$ cat src/rtl/data_mem_unit.sv
// rtl/data_mem_unit.sv - 512-byte data memory stage with byte lanes, registered loads and alignment checks
module data_mem_unit #(
    parameter int DATA_W = 32,
    parameter int ADDR_W = 9,
    parameter int DEPTH  = 2 ** (ADDR_W - 2)
) (
    input  logic              clk,
    input  logic              reset,
    input  logic              MemRead,
    input  logic              MemWrite,
    input  logic [2:0]        Funct3,
    input  logic [ADDR_W-1:0] addr,
    input  logic [DATA_W-1:0] wr_data,
    output logic [DATA_W-1:0] rd_data,
    output logic              rd_valid,
    output logic              stall,
    output logic              misaligned,
    output logic              wr,
    output logic              rd
);

    localparam logic [0:0] S_IDLE    = 1'b0;
    localparam logic [0:0] S_RD_WAIT = 1'b1;

    logic [0:0]        r_state;
    logic [DATA_W-1:0] r_rd_data;
    logic              r_rd_valid;
    logic              r_misaligned;
    logic              r_wr;
    logic [DATA_W-1:0] r_mem [DEPTH];

    logic              w_idle;
    logic              w_aligned;
    logic              w_load_legal;
    logic              w_store_legal;
    logic              w_load_ok;
    logic              w_store_ok;
    logic              w_bad;
    logic [3:0]        w_be;
    logic [DATA_W-1:0] w_wdata;
    logic [DATA_W-1:0] w_word;
    logic [7:0]        w_byte;
    logic [15:0]       w_half;
    logic [DATA_W-1:0] w_ext;

    assign w_idle = (r_state == S_IDLE);

    // Funct3[1:0] encodes the access size for both loads and stores
    always_comb begin
        w_aligned = 1'b1;
        case (Funct3[1:0])
            2'b01:   w_aligned = ~addr[0];
            2'b10:   w_aligned = (addr[1:0] == 2'b00);
            default: w_aligned = 1'b1;
        endcase
    end

    assign w_store_legal = (Funct3 == 3'b000) || (Funct3 == 3'b001) || (Funct3 == 3'b010);
    assign w_load_legal  = w_store_legal || (Funct3 == 3'b100) || (Funct3 == 3'b101);

    assign w_store_ok = w_idle && MemWrite && w_store_legal && w_aligned;
    assign w_load_ok  = w_idle && MemRead && !MemWrite && w_load_legal && w_aligned;
    // A simultaneous read+write is always flagged even when the store itself is legal
    assign w_bad      = w_idle && ((MemRead && MemWrite) ||
                                   ((MemRead || MemWrite) && !w_store_ok && !w_load_ok));

    assign stall = reset && w_load_ok;

    always_comb begin
        w_be    = 4'b1111;
        w_wdata = wr_data;
        case (Funct3[1:0])
            2'b00: begin
                w_be    = 4'b0001 << addr[1:0];
                w_wdata = {4{wr_data[7:0]}};
            end
            2'b01: begin
                w_be    = addr[1] ? 4'b1100 : 4'b0011;
                w_wdata = {2{wr_data[15:0]}};
            end
            default: begin
                w_be    = 4'b1111;
                w_wdata = wr_data;
            end
        endcase
    end

    // Asynchronous array read so a load right after a store sees the committed word
    assign w_word = r_mem[addr[ADDR_W-1:2]];
    assign w_half = addr[1] ? w_word[31:16] : w_word[15:0];

    always_comb begin
        w_byte = w_word[7:0];
        case (addr[1:0])
            2'b00: w_byte = w_word[7:0];
            2'b01: w_byte = w_word[15:8];
            2'b10: w_byte = w_word[23:16];
            2'b11: w_byte = w_word[31:24];
            default: w_byte = w_word[7:0];
        endcase
    end

    always_comb begin
        w_ext = w_word;
        case (Funct3)
            3'b000:  w_ext = {{24{w_byte[7]}}, w_byte};
            3'b001:  w_ext = {{16{w_half[15]}}, w_half};
            3'b100:  w_ext = {24'd0, w_byte};
            3'b101:  w_ext = {16'd0, w_half};
            default: w_ext = w_word;
        endcase
    end

    always_ff @(posedge clk) begin
        if (w_store_ok) begin
            for (int i = 0; i < 4; i++) begin
                if (w_be[i]) begin
                    r_mem[addr[ADDR_W-1:2]][8*i +: 8] <= w_wdata[8*i +: 8];
                end
            end
        end
    end

    always_ff @(posedge clk or negedge reset) begin
        if (!reset) begin
            r_state      <= S_IDLE;
            r_rd_data    <= '0;
            r_rd_valid   <= 1'b0;
            r_misaligned <= 1'b0;
            r_wr         <= 1'b0;
        end else begin
            r_rd_valid   <= w_load_ok;
            r_misaligned <= w_bad;
            r_wr         <= w_store_ok;
            if (w_load_ok) begin
                r_rd_data <= w_ext;
            end
            case (r_state)
                S_IDLE:    r_state <= w_load_ok ? S_RD_WAIT : S_IDLE;
                S_RD_WAIT: r_state <= S_IDLE;
                default:   r_state <= S_IDLE;
            endcase
        end
    end

    assign rd_data    = r_rd_data;
    assign rd_valid   = r_rd_valid;
    assign rd         = r_rd_valid;
    assign misaligned = r_misaligned;
    assign wr         = r_wr;

endmodule

$ cat config.mk
export PLATFORM = sky130hd
export DESIGN_NAME = data_mem_unit
export DESIGN_NICKNAME = d
export VERILOG_FILES = /design/src/rtl/data_mem_unit.sv
export SDC_FILE = /design/constraint.sdc
export NUM_CORES = 2
export LEC_CHECK = 0
export ABC_AREA = 1
export CAP_MARGIN = 10
export CORE_MARGIN = 8
export CORE_UTILIZATION = 35
export CTS_CLUSTER_DIAMETER = 40
export DETAILED_ROUTE_END_ITERATION = 16
export DONT_BUFFER_PORTS = 1
export HOLD_SLACK_MARGIN = 0.02
export MAX_ROUTING_LAYER = met4
export PLACE_DENSITY = 0.5
export SLEW_MARGIN = 20
export SYNTH_ARGS = -nofsm -noshare
export SYNTH_HDL_FRONTEND = slang
export SYNTH_SLANG_ARGS = --single-unit
export TNS_END_PERCENT = 30
$ cat constraint.sdc
create_clock -name clk -period 2.8 [get_ports clk]
set_input_delay 0.28 -clock clk [delete_from_list [all_inputs] [get_ports clk]]
set_output_delay 0.28 -clock clk [all_outputs]
set_load 0.02 [all_outputs]
==> impl_metrics.csv <==
group,metric,value,unit
run_status,outcome,"finished, violations left",
run_status,violations,"hold timing, setup timing",
detailed_routing,post_drt_via_cell_ratio,5.22,
sta,hold_ws,-490,ps
setup_path,cp_max_fo,281,
sta,max_freq,0.332,GHz
pwr,p_sw,36.9,mW
sta,setup_ws,-212,ps
sta,finalHoldViolCount,32,
global_route,antenna_found_initial,54,
global_route,grt_pass1_vias,111633,
floorplanning,core.rowCount,254,
setup_path,cp_slowest_stage_delay,280,ps
yosys,synth.net_count,14466,
yosys,yosys.area.top_type_share,0.735,
detailed_routing,drt_first_iter_violations,14404,
finish,fin_nets,15859,
setup_path,worst-setup-path-type,"input pin to flip-flop",
setup_path,cp_data_arrival_time,4010,ps
pwr,p_clk_frac,0.482,
detailed_routing,drc_errors,0,
cts,tritoncts,"done",
yosys,synth_common_cells,"4096 x edfxtp_1, 3923 x nand2_1, 2589 x nor2_1",
cts,clk_latency,1080,ps
sta,fin_setup_tns,-8920,ps
sta,drv_slew,0,
cts,cts_num_sinks,4132,
place,place.gp.congestion,0.929,
sta,grt_setup_unrepaired,"true",
floorplanning,dieArea,0.501,mm^2
global_route,grt_overflow,0,
sta,setup_viol,90,
yosys,synth_most_common_cell,"edfxtp_1",
yosys,ys_types,38,
place,io_buffers,0,
pwr,switching_share,0.239,
global_route,grt_pass1_wl,876000,um
cts,clk_pin_slew,60,ps
detailed_routing,first_pass_iters,6,
cts,root_buffer,"clkbuf_16",
detailed_routing,drt.antenna.violating_nets,0,
flow_run,drv_cap,0,
setup_path,path_cells,"clkinv_8 -> buf_12 -> nand2_4 -> buf_12 -> nor2_4 -> buf_12 -> buf_8 -> nand2_1 -> nand4_1 -> o21ai_1 -> a21oi_1 -> buf_4 -> nor2_1 -> buf_4 -> nand3_1 -> nand3_4 -> buf_12 -> buf_4 -> a21oi_1",
pwr,seqPwrFrac,0.449,
sta,slew-limit-headroom,0.0298,
setup_path,endpoint,"rd_data[12]",
pwr,p_comb_frac,0.068,
pwr,ir_worst_vdd,0.717,mV
setup_path,r2r-end,"r_mem[62][22]",
yosys,syn-instance-count,14415,
floorplanning,die_w,708,um
yosys,syn_area,0.167,mm^2
pwr,finalPower,154,mW
sta,period_minus_slack,3010,ps
yosys,ys_seq_area_frac,0.740,
setup_path,crit_top_cell,"buf_12",
floorplanning,die_h,708,um
detailed_routing,num_vias,118543,
global_route,track_usage,0.252,
pwr,power.internal,117,mW
setup_path,r2r_slack,90,ps
pwr,leakage,76.7,nW
setup_path,end_kind,"flip-flop",
yosys,synth_ff_type,"edfxtp_1",
global_route,grt_max_degree,282,
finish,layout-drive-gt1-share,0.171,
setup_path,cp_slowest_cell,"clkinv_8",
floorplanning,io_pins,85,
yosys,synth-async-reset-ratio,0.00871,
finish,postLayoutCoreUtil,0.442,
yosys,synth-edff-count,4096,
cts,htreeDepth,6,
pwr,powerDensity,731,mW/mm^2
yosys,postSynthAreaPerCell,11.6,um^2
finish,syn_to_final_growth,26.0,%
hold_path,min_path_type,"input pin to flip-flop",
setup_path,start_kind,"input pin",
floorplanning,initial_utilization,0.351,
floorplanning,core-area,0.478,mm^2
sta,post-route-period-util,1.08,
yosys,yosysTopAreaCell,"edfxtp_1",
yosys,ys_warn_count,0,
sta,skew,83.4,ps
setup_path,cpLargestDelayFamily,"buffers and inverters",
detailed_routing,wl_per_cell,28.0,um
place,dp_hpwl,409000,um
setup_path,cp.required,3800,ps
cts,cts_buffers,565,
yosys,ys_top_cells_by_area,"edfxtp_1 73%, nand2_1 8.8%, nor2_1 5.8%, o21ai_0 3.4%, a21oi_1 1.2%",
yosys,ys_ff_latch,4132,
setup_path,crit_cells,19,
detailed_routing,drt-total-wl,636000,um
setup_path,worst-r2r-cell-count,7,
place,post-place-ws,-3870,ps
sta,worst_slew_pin_slew,1460,ps
setup_path,regToRegStartpoint,"r_state",
setup_path,crit_buf_inv,9,
cts,cts_hold_buf,57,
setup_path,setup.worst_path.start,"addr[3]",
cts,clk_path_buf_depth,4,
-- registers in the layout, indices dropped and copies added, names as in the netlist --
name        cells
r_mem        4096
rd_data        32
wr              1
r_state         1
misaligned      1
rd              1
-- stage by stage --
step / cells / instance area, um^2
floorplan: 14415 / 168000
global placement: 21529 / 189000
detailed placement: 21532 / 189000
CTS: 22661 / 211000
global route: 22697 / 211000
finish: 22713 / 211000
-- per-layer routing --
| metal | vias to the layer above | wire length, um | part of all wire | global-route usage |
|---|---|---|---|---|
| met4 | 0 | 30700 | 0.048 | 0.106 |
| met2 | 5412 | 279000 | 0.44 | 0.371 |
| met5 | - | 0 | 0 | - |
| li1 | 52584 | - | - | - |
| met3 | 1036 | 59000 | 0.093 | 0.0512 |
| met1 | 59511 | 267000 | 0.42 | 0.339 |
-- cells by family after synthesis --
kind of cell             share of synthesized area
AND/OR/NAND/NOR                              0.165
flip-flops                                   0.740
AO/OA/AOI/OAI                               0.0632
buffers and inverters                       0.0319
adder cells (fa/ha/maj)                   0.000224
-- power groups by stage --
stage               logic [mW]  clock network (mW)  registers [mW]
global placement          9.60                   0            70.6
global route              11.1                77.7            69.3
floorplan                 4.51                   0            70.5
finish                    10.5                74.4            69.3
CTS                       10.4                75.1            69.3
detailed placement        9.63                   0            70.6
-- final cells by class --
class / count / area, um^2
Antenna cell: 34 / 85.1
Fill cell: 43969 / 267000
Tap cell: 6400 / 8010
Inverter: 397 / 1540
Multi-Input combinational cell: 9069 / 39000
Clock inverter: 397 / 4680
Clock buffer: 641 / 14800
Sequential cell: 4132 / 124000
Timing Repair Buffer: 1643 / 19100
-- tightest hold or removal path, stage by stage --
cell and delay (ps):
nand2_1 50, nand2_1 60, nand2_1 40, nand2_1 50, nand2_1 40
-- repair_timing --
item	in CTS	in global routing
setup buffers	10	13
cloned	24	5
endpoints found under the setup margin	3756	75
pin swaps	5	8
hold endpoints to repair	3547	32
resized for setup	63	67
-- worst min path at each step --
stage,startpoint,end,slack [ps],cells after the start
2_1_floorplan,reset,misaligned,-20,0
3_3_place_gp,reset,rd,-10,0
3_5_place_dp,reset,rd,-10,0
4_1_cts,addr[0],rd_data[1],-580,5
5_1_grt,addr[0],rd_data[1],-490,5
6_report,addr[0],rd_data[1],-490,5
-- cells in the final DEF (no fill, tap or decap), drive strengths merged, types with 12 or more instances in the layout --
cell type	netlist	layout
edfxtp	4096	4096
nand2	3925	3925
nor2	2598	2598
buf	494	1567
o21ai	1394	1394
clkbuf	323	646
inv	393	468
a21oi	388	388
nand3	231	231
clkinv	4	200
or2	148	148
nand4	130	130
o211ai	87	87
a22oi	85	85
bufinv	0	72
clkinvlp	0	54
dlygate4sd3	0	47
o22ai	45	45
dfrtp	36	36
diode	0	34
bufbuf	0	24
nand3b	12	12
Power figures use the tool's default switching activity.
